--- src/rtl/ascon_seq_ctrl.sv ---
// Ascon job sequencer: accepts a job command, starts the engine, streams AD/PT words in,
// drains CT words out and hands back the tag. Optional watchdog under ASCON_SEQ_TIMEOUT_EN.
module ascon_seq_ctrl #(
  parameter int unsigned DATA_AW   = 7,
  parameter int unsigned TIMEOUT_W = 16
) (
  input  logic               clk,
  input  logic               rst,
  input  logic               cmd_valid_i,
  output logic               cmd_ready_o,
  input  logic [DATA_AW-1:0] cmd_ad_size_i,
  input  logic [DATA_AW-1:0] cmd_pt_size_i,
  input  logic               in_valid_i,
  output logic               in_ready_o,
  input  logic [63:0]        in_data_i,
  output logic               out_valid_o,
  input  logic               out_ready_i,
  output logic [63:0]        out_data_o,
  output logic               tag_valid_o,
  input  logic               tag_ready_i,
  output logic [127:0]       tag_o,
  output logic               start_o,
  input  logic               ready_i,
  input  logic               tag_valid_i,
  input  logic [127:0]       tag_i,
  output logic [DATA_AW-1:0] ad_size_o,
  output logic [DATA_AW-1:0] pt_size_o,
  output logic               ad_push_o,
  output logic [63:0]        ad_o,
  input  logic               ad_full_i,
  output logic               pt_push_o,
  output logic [63:0]        pt_o,
  input  logic               pt_full_i,
  output logic               ct_pop_o,
  input  logic [63:0]        ct_i,
  input  logic               ct_empty_i,
  output logic               busy_o,
  output logic               err_o
);

  typedef enum logic [1:0] {IDLE, START, FEED, TAG} state_t;

  state_t             state, state_nxt;
  logic [DATA_AW-1:0] ad_cnt, pt_cnt, ct_cnt;
  logic [127:0]       tag_q;
  logic               tag_seen;
  logic               feed, ad_phase, pt_phase, cmd_acc, timeout;

  always_comb begin
    feed     = (state == FEED);
    ad_phase = (ad_cnt != '0);
    pt_phase = !ad_phase && (pt_cnt != '0);
    cmd_acc  = (state == IDLE) && cmd_valid_i;
  end

  assign cmd_ready_o = (state == IDLE);
  assign start_o     = (state == START) && ready_i;
  assign busy_o      = (state != IDLE);
  assign in_ready_o  = feed && ((ad_phase && !ad_full_i) || (pt_phase && !pt_full_i));
  assign ad_push_o   = feed && ad_phase && in_valid_i && !ad_full_i;
  assign pt_push_o   = feed && pt_phase && in_valid_i && !pt_full_i;
  assign ad_o        = in_data_i;
  assign pt_o        = in_data_i;
  assign out_valid_o = feed && !ct_empty_i && (ct_cnt != '0);
  assign ct_pop_o    = out_valid_o && out_ready_i;
  assign out_data_o  = ct_i;
  assign tag_valid_o = (state == TAG);
  assign tag_o       = tag_q;

`ifdef ASCON_SEQ_TIMEOUT_EN
  // Fires on the stalled cycle that would bring the counter to all-ones.
  localparam logic [TIMEOUT_W-1:0] WD_LAST = ~(TIMEOUT_W'(1));
  logic [TIMEOUT_W-1:0] wd_cnt;
  logic                 err_q;
  logic                 wd_active, wd_stalled;

  always_comb begin
    wd_active  = (state == START) || (state == FEED);
    wd_stalled = wd_active && !(ad_push_o || pt_push_o || ct_pop_o || tag_valid_i);
    timeout    = wd_stalled && (wd_cnt == WD_LAST);
  end

  always_ff @(posedge clk or posedge rst) begin
    if (rst) begin
      wd_cnt <= '0;
      err_q  <= 1'b0;
    end else begin
      if (wd_stalled && !timeout) wd_cnt <= wd_cnt + TIMEOUT_W'(1);
      else                        wd_cnt <= '0;
      if (cmd_acc)      err_q <= 1'b0;
      else if (timeout) err_q <= 1'b1;
    end
  end

  assign err_o = err_q;
`else
  assign timeout = 1'b0;
  assign err_o   = 1'b0;
`endif

  always_comb begin
    state_nxt = state;
    case (state)
      IDLE:  if (cmd_valid_i) state_nxt = START;
      START: if (ready_i) state_nxt = FEED;
      FEED:  if (ad_cnt == '0 && pt_cnt == '0 && ct_cnt == '0 && (tag_seen || tag_valid_i))
               state_nxt = TAG;
      TAG:   if (tag_ready_i) state_nxt = IDLE;
      default: state_nxt = IDLE;
    endcase
    if (timeout) state_nxt = IDLE;
  end

  always_ff @(posedge clk or posedge rst) begin
    if (rst) begin
      state     <= IDLE;
      ad_size_o <= '0;
      pt_size_o <= '0;
      ad_cnt    <= '0;
      pt_cnt    <= '0;
      ct_cnt    <= '0;
      tag_q     <= '0;
      tag_seen  <= 1'b0;
    end else begin
      state <= state_nxt;
      if (cmd_acc) begin
        ad_size_o <= cmd_ad_size_i;
        pt_size_o <= cmd_pt_size_i;
        ad_cnt    <= cmd_ad_size_i;
        pt_cnt    <= cmd_pt_size_i;
        ct_cnt    <= cmd_pt_size_i;
      end else begin
        if (ad_push_o) ad_cnt <= ad_cnt - DATA_AW'(1);
        if (pt_push_o) pt_cnt <= pt_cnt - DATA_AW'(1);
        if (ct_pop_o)  ct_cnt <= ct_cnt - DATA_AW'(1);
      end
      if (state != IDLE && tag_valid_i) begin
        tag_q    <= tag_i;
        tag_seen <= 1'b1;
      end
      if ((state == TAG && tag_ready_i) || timeout) tag_seen <= 1'b0;
    end
  end

endmodule

--- config.mk ---
export PLATFORM = sky130hd
export DESIGN_NAME = ascon_seq_ctrl
export DESIGN_NICKNAME = d
export VERILOG_FILES = /design/src/rtl/ascon_seq_ctrl.sv
export SDC_FILE = /design/constraint.sdc
export NUM_CORES = 1
export LEC_CHECK = 0
export ABC_CLOCK_PERIOD_IN_PS = 18040
export CAP_MARGIN = 20
export CORE_AREA = 3 3 242 244
export CTS_BUF_LIST = sky130_fd_sc_hd__clkbuf_8 sky130_fd_sc_hd__clkbuf_16
export DETAILED_ROUTE_END_ITERATION = 10
export DIE_AREA = 0 0 245 247
export PLACE_DENSITY = 0.52
export SLEW_MARGIN = 5
export SYNTH_ARGS = -nofsm -noshare
export SYNTH_HDL_FRONTEND = slang
export SYNTH_SLANG_ARGS = --single-unit
--- constraint.sdc ---
create_clock -name clk -period 18.04 [get_ports clk]
set_clock_uncertainty 0.1 [all_clocks]
set_input_delay 5.412 -clock clk [delete_from_list [all_inputs] [get_ports clk]]
set_output_delay 5.412 -clock clk [all_outputs]
set_load 0.01 [all_outputs]
## Yosys cells after proc, flatten, opt, wreduce, memory -nomap -nowiden

Cells that the tools add are included.
W data, S select, Z words.

- ROM bits: 0
- Register bits after elaboration: 166
- Word-level logic and storage cells: 70
- Memories kept: 0
- Input port bits: 281
- Memory bits (writable): 0
- Output and inout bits: 344
- Latch bits: 0

- Equal/unequal tests: 7
- $mul: 0
- Add/sub/neg operators: 3
- Shift operators: 0
- Bitwise logic cells: 0
- Reduce and logical (&&, ||, !) cells: 39
- Div/mod/pow operators: 0
- Muxes and demuxes: 13
- Magnitude comparators: 0

Operators by type and width:

| operator | count |
|---|---|
| $mux W7 | 6 |
| $logic_not A7 Y1 | 3 |
| $reduce_bool A7 Y1 | 3 |
| $sub A7 B1 Y7 const B | 3 |
| $logic_and A1 B1 Y1 | 20 |
| $reduce_bool A2 Y1 | 5 |
| $mux W2 | 4 |
| $pmux W2 S4 | 1 |
| $eq A2 B2 Y1 const B | 2 |
| $logic_not A1 Y1 | 4 |
| $ne A2 B1 Y1 const B | 2 |
| $ne A2 B2 Y1 const B | 2 |
| $reduce_and A4 Y1 | 1 |
| $eq A2 B1 Y1 const B | 1 |
| $logic_not A2 Y1 | 1 |
| $logic_or A1 B1 Y1 | 2 |
| $mux W1 | 2 |

## Longest topological paths before layout

- Word-level depth: 8
- Gate-level depth with buffers: 8
- Mapped depth without buffers: 7

## Least setup slack after synthesis

OpenSTA, ideal clock, no wires.

- Path type: input to output
- From: input pt_full_i
- To: output pt_push_o
- Arrival time: 6036 ps
- Path slack: 6492 ps
- Cell stages on the path: 3
- Data required time: 12528 ps
- Path buffers: 0
- Cells stage by stage: a31oi_1 > nand2_2 > inv_1

- Longest elaborated chain between the ends: 2

RTL lines:

| what | RTL line | text |
|---|---|---|
| start: declaration | 33 | `input logic pt_full_i,` |
| $logic_not A1 Y1 | 61 | `assign pt_push_o = feed && pt_phase && in_valid_i && !pt_full_i;` |
| $logic_and A1 B1 Y1 | 61 |  |
| end: declaration | 31 | `output logic pt_push_o,` |

No other way between the ends.

## Worst setup path after layout

- From: input in_valid_i
- To: output ad_push_o

- Longest elaborated chain between the ends: 2

RTL lines:

| what | RTL line | text |
|---|---|---|
| start: declaration | 13 | `input logic in_valid_i,` |
| $logic_and A1 B1 Y1 (2 in series) | 60 | `assign ad_push_o = feed && ad_phase && in_valid_i && !ad_full_i;` |
| end: declaration | 28 | `output logic ad_push_o,` |

No other way between the ends.

==> out/qor.yml <==
critical-path-top-delay-family: "buffers and inverters"
syn_inst: 683
n_fill_cell: 6088
first_iter_violations: 115
ys_top_cells_by_area: "dfrtp_1 51%, mux2_2 18%, buf_4 18%"
routabilityCongestion: 0.752
critPathKind: "input port to primary output"
cp-start-kind: "input port"
ys_ff_latch: 166
die-area_um2: 60500
area_growth_syn_to_layout_pct: 38.3
finalInstanceArea_um2: 11300
track_usage: 0.0792
place_hpwl_um: 18000
syn-num-nets: 974
routed_via_density: 3.31
yosys_warnings: 0
drt-pass1-iter-count: 5
clk_pin_slew_ps: 70
layout_setup_ws_ps: 5340
place_area_um2: 10600
power_leakage_nw: 4.43
cp.depth: 4
clock_latency_ps: 470
relSlewSlack: 0.354
clock-root-buffer: "clkbuf_16"
setup_violations: 0
p_per_area_nw_per_um2: 160
drc: 0
cp.arrival_ps: 7190
synth_top_area_frac: 0.510
syn_area_um2: 8140
ir_drop_uv: 68.2
ys_seq_area_frac: 0.510
post-cts-setup-buffers: 0
worstMarginPinSlew_ps: 969
yosysUniqueCellTypes: 42
finalMaxSlewViolations: 0
maxCapViolCount: 0
fin_crit_sh: 0.704
cp_max_fo: 8
register_area_um2: 4150
grt_max_degree: 70
synthArstFlopShare: 1.00
drive_above_1_share: 0.215
multi_input_area_um2: 2410
final-hold-violation-count: 0
ys.flop_type: "dfrtp_1"
grt_pass1_wl_um: 34900
fmax_mhz: 78.7
port_buffers: 303
post_drt_wl_per_cell_um: 15.2
rsz0062_at_grt: "no"
cts_buffer_depth: 2
crit_top_cell: "clkdlybuf4s50_1"
slowest_delay_ps: 650
cts_hold_buf: 0
htreeDepth: 4
synth_edf_count: 0
start_util: 0.144
cts_tree: "yes"
die_h_um: 247
min_period_ps: 12700
fin_setup_tns_ps: 0
yosysTopAreaCell: "dfrtp_1"
ioPinCount: 625
crit_buf_inv: 2
pre_cts_slack_ps: 5310
fin_nets: 1087
overflow: 0
die_w_um: 245
antenna_found_initial: 2
drt-total-wl_um: 23800
crit_path_top_delay_cell: "clkdlybuf4s50_1"
hold_path_class: "register to register"
rr_worst_depth: 5
path_cells: "clkdlybuf4s50_1 > nand2_1 > a211oi_2 > clkdlybuf4s50_1"
vias: 5181
clkSinkCount: 166
outcome: "finished clean"
core_area_um2: 56500
cts-resized-gates: 0
min_delay_path_depth: 2
grt_pass1_vias: 5615
crit_required_ps: 12530
endpoint_kind: "primary output"
syn_avg_cell_area_um2: 11.9
numCtsBuffers: 17
ant_nets: 0
rows: 87
[placed cells by master, fill, tap and decap left out, drive strengths merged, types with 2 or more instances in the layout]
cell type / n
nor4: 2
nor2: 14
nand2b: 3
buf: 5
o21ai: 11
nand4: 4
nor3: 8
clkbuf: 19
clkinv: 5
xor2: 10
ha: 10
mux2: 130
dfrtp: 166
nor2b: 3
inv: 20
nand3: 3
nand2: 56
and2: 2
a21oi: 12
clkdlybuf4s50: 303
xnor2: 5
[stage by stage]
step           hold slack (ps)  instances  total power [mW]  utilization
6_report                   379       1566              1.80        0.199
5_1_grt                    405       1565              1.93        0.199
4_1_cts                    389       1565              1.85        0.199
3_5_place_dp               371       1533              1.44        0.188
3_3_place_gp               359       1533              1.43        0.188
2_1_floorplan              396        683              1.04            -
[per-layer routing]
metal	part of all wire	vias to the layer above	global-route usage
met2	0.47	304	0.121
met3	0.12	115	0.0493
met4	0.070	2	0.0683
li1	-	2310	-
met5	0.00055	-	0
met1	0.33	2450	0.0748
[Yosys cell counts, drive strengths merged, types with 2 or more instances]
cell type / instances
inv: 13
ha: 10
nor2: 14
nand4: 4
and2: 2
dfrtp: 166
o21ai: 11
nor3: 8
clkbuf: 18
mux2: 130
xor2: 10
nor2b: 3
nand2b: 3
nor4: 2
buf: 196
xnor2: 5
nand3: 3
nand2: 56
a21oi: 12
[state kept, by name, indices dropped and copies added (netlist names)]
name       count
tag_o        128
ad_cnt         7
ad_size_o      7
ct_cnt         7
pt_cnt         7
pt_size_o      7
state          2
tag_seen       1
[worst paths after layout]
| check | startpoint | endpoint | slack, ps |
|---|---|---|---|
| max | in_valid_i | ad_push_o | 5340 |
| max reg2reg | state[0]$_DFFE_PP0P_ | tag_o[35]$_DFFE_PP0P_ | 15290 |
| min reg2reg | ad_size_o[6]$_DFFE_PP0P_ | ad_size_o[6]$_DFFE_PP0P_ | 380 |
| max in group asynchronous | rst | ct_cnt[2]$_DFFE_PP0P_ | 11300 |
| min in group asynchronous | rst | tag_o[108]$_DFFE_PP0P_ | 5210 |
| min | ad_size_o[6]$_DFFE_PP0P_ | ad_size_o[6]$_DFFE_PP0P_ | 380 |
[power by group]
group | internal, mW | switching, mW
clock | 0.205 | 0.181
combinational | 0.461 | 0.312
sequential | 0.547 | 0.0987
total | 1.21 | 0.592
[cell type report]
cell class | instances | area share
Clock inverter | 13 | 0.0142
Clock buffer | 19 | 0.0402
Antenna cell | 1 | 0.000222
Timing Repair Buffer | 308 | 0.273
Multi-Input combinational cell | 290 | 0.214
Inverter | 13 | 0.00478
Tap cell | 756 | 0.0841
Sequential cell | 166 | 0.369
[kinds of logic after synthesis]
logic type | count (synthesis) | synth area share
AND/OR/NAND/NOR | 101 | 0.0575
other | 1 | 0.000461
adder cells (fa/ha/maj) | 10 | 0.0154
buffers and inverters | 227 | 0.194
AO/OA/AOI/OAI | 32 | 0.0246
flip-flops | 166 | 0.510
XOR/XNOR | 15 | 0.0161
multiplexers | 131 | 0.182
[worst min-delay path: stages, from the launching register on]
cell and delay (ps):
dfrtp_1 340, nand2_1 50, nand2_1 60
Note: power is estimated with default switching activity, not from simulation.
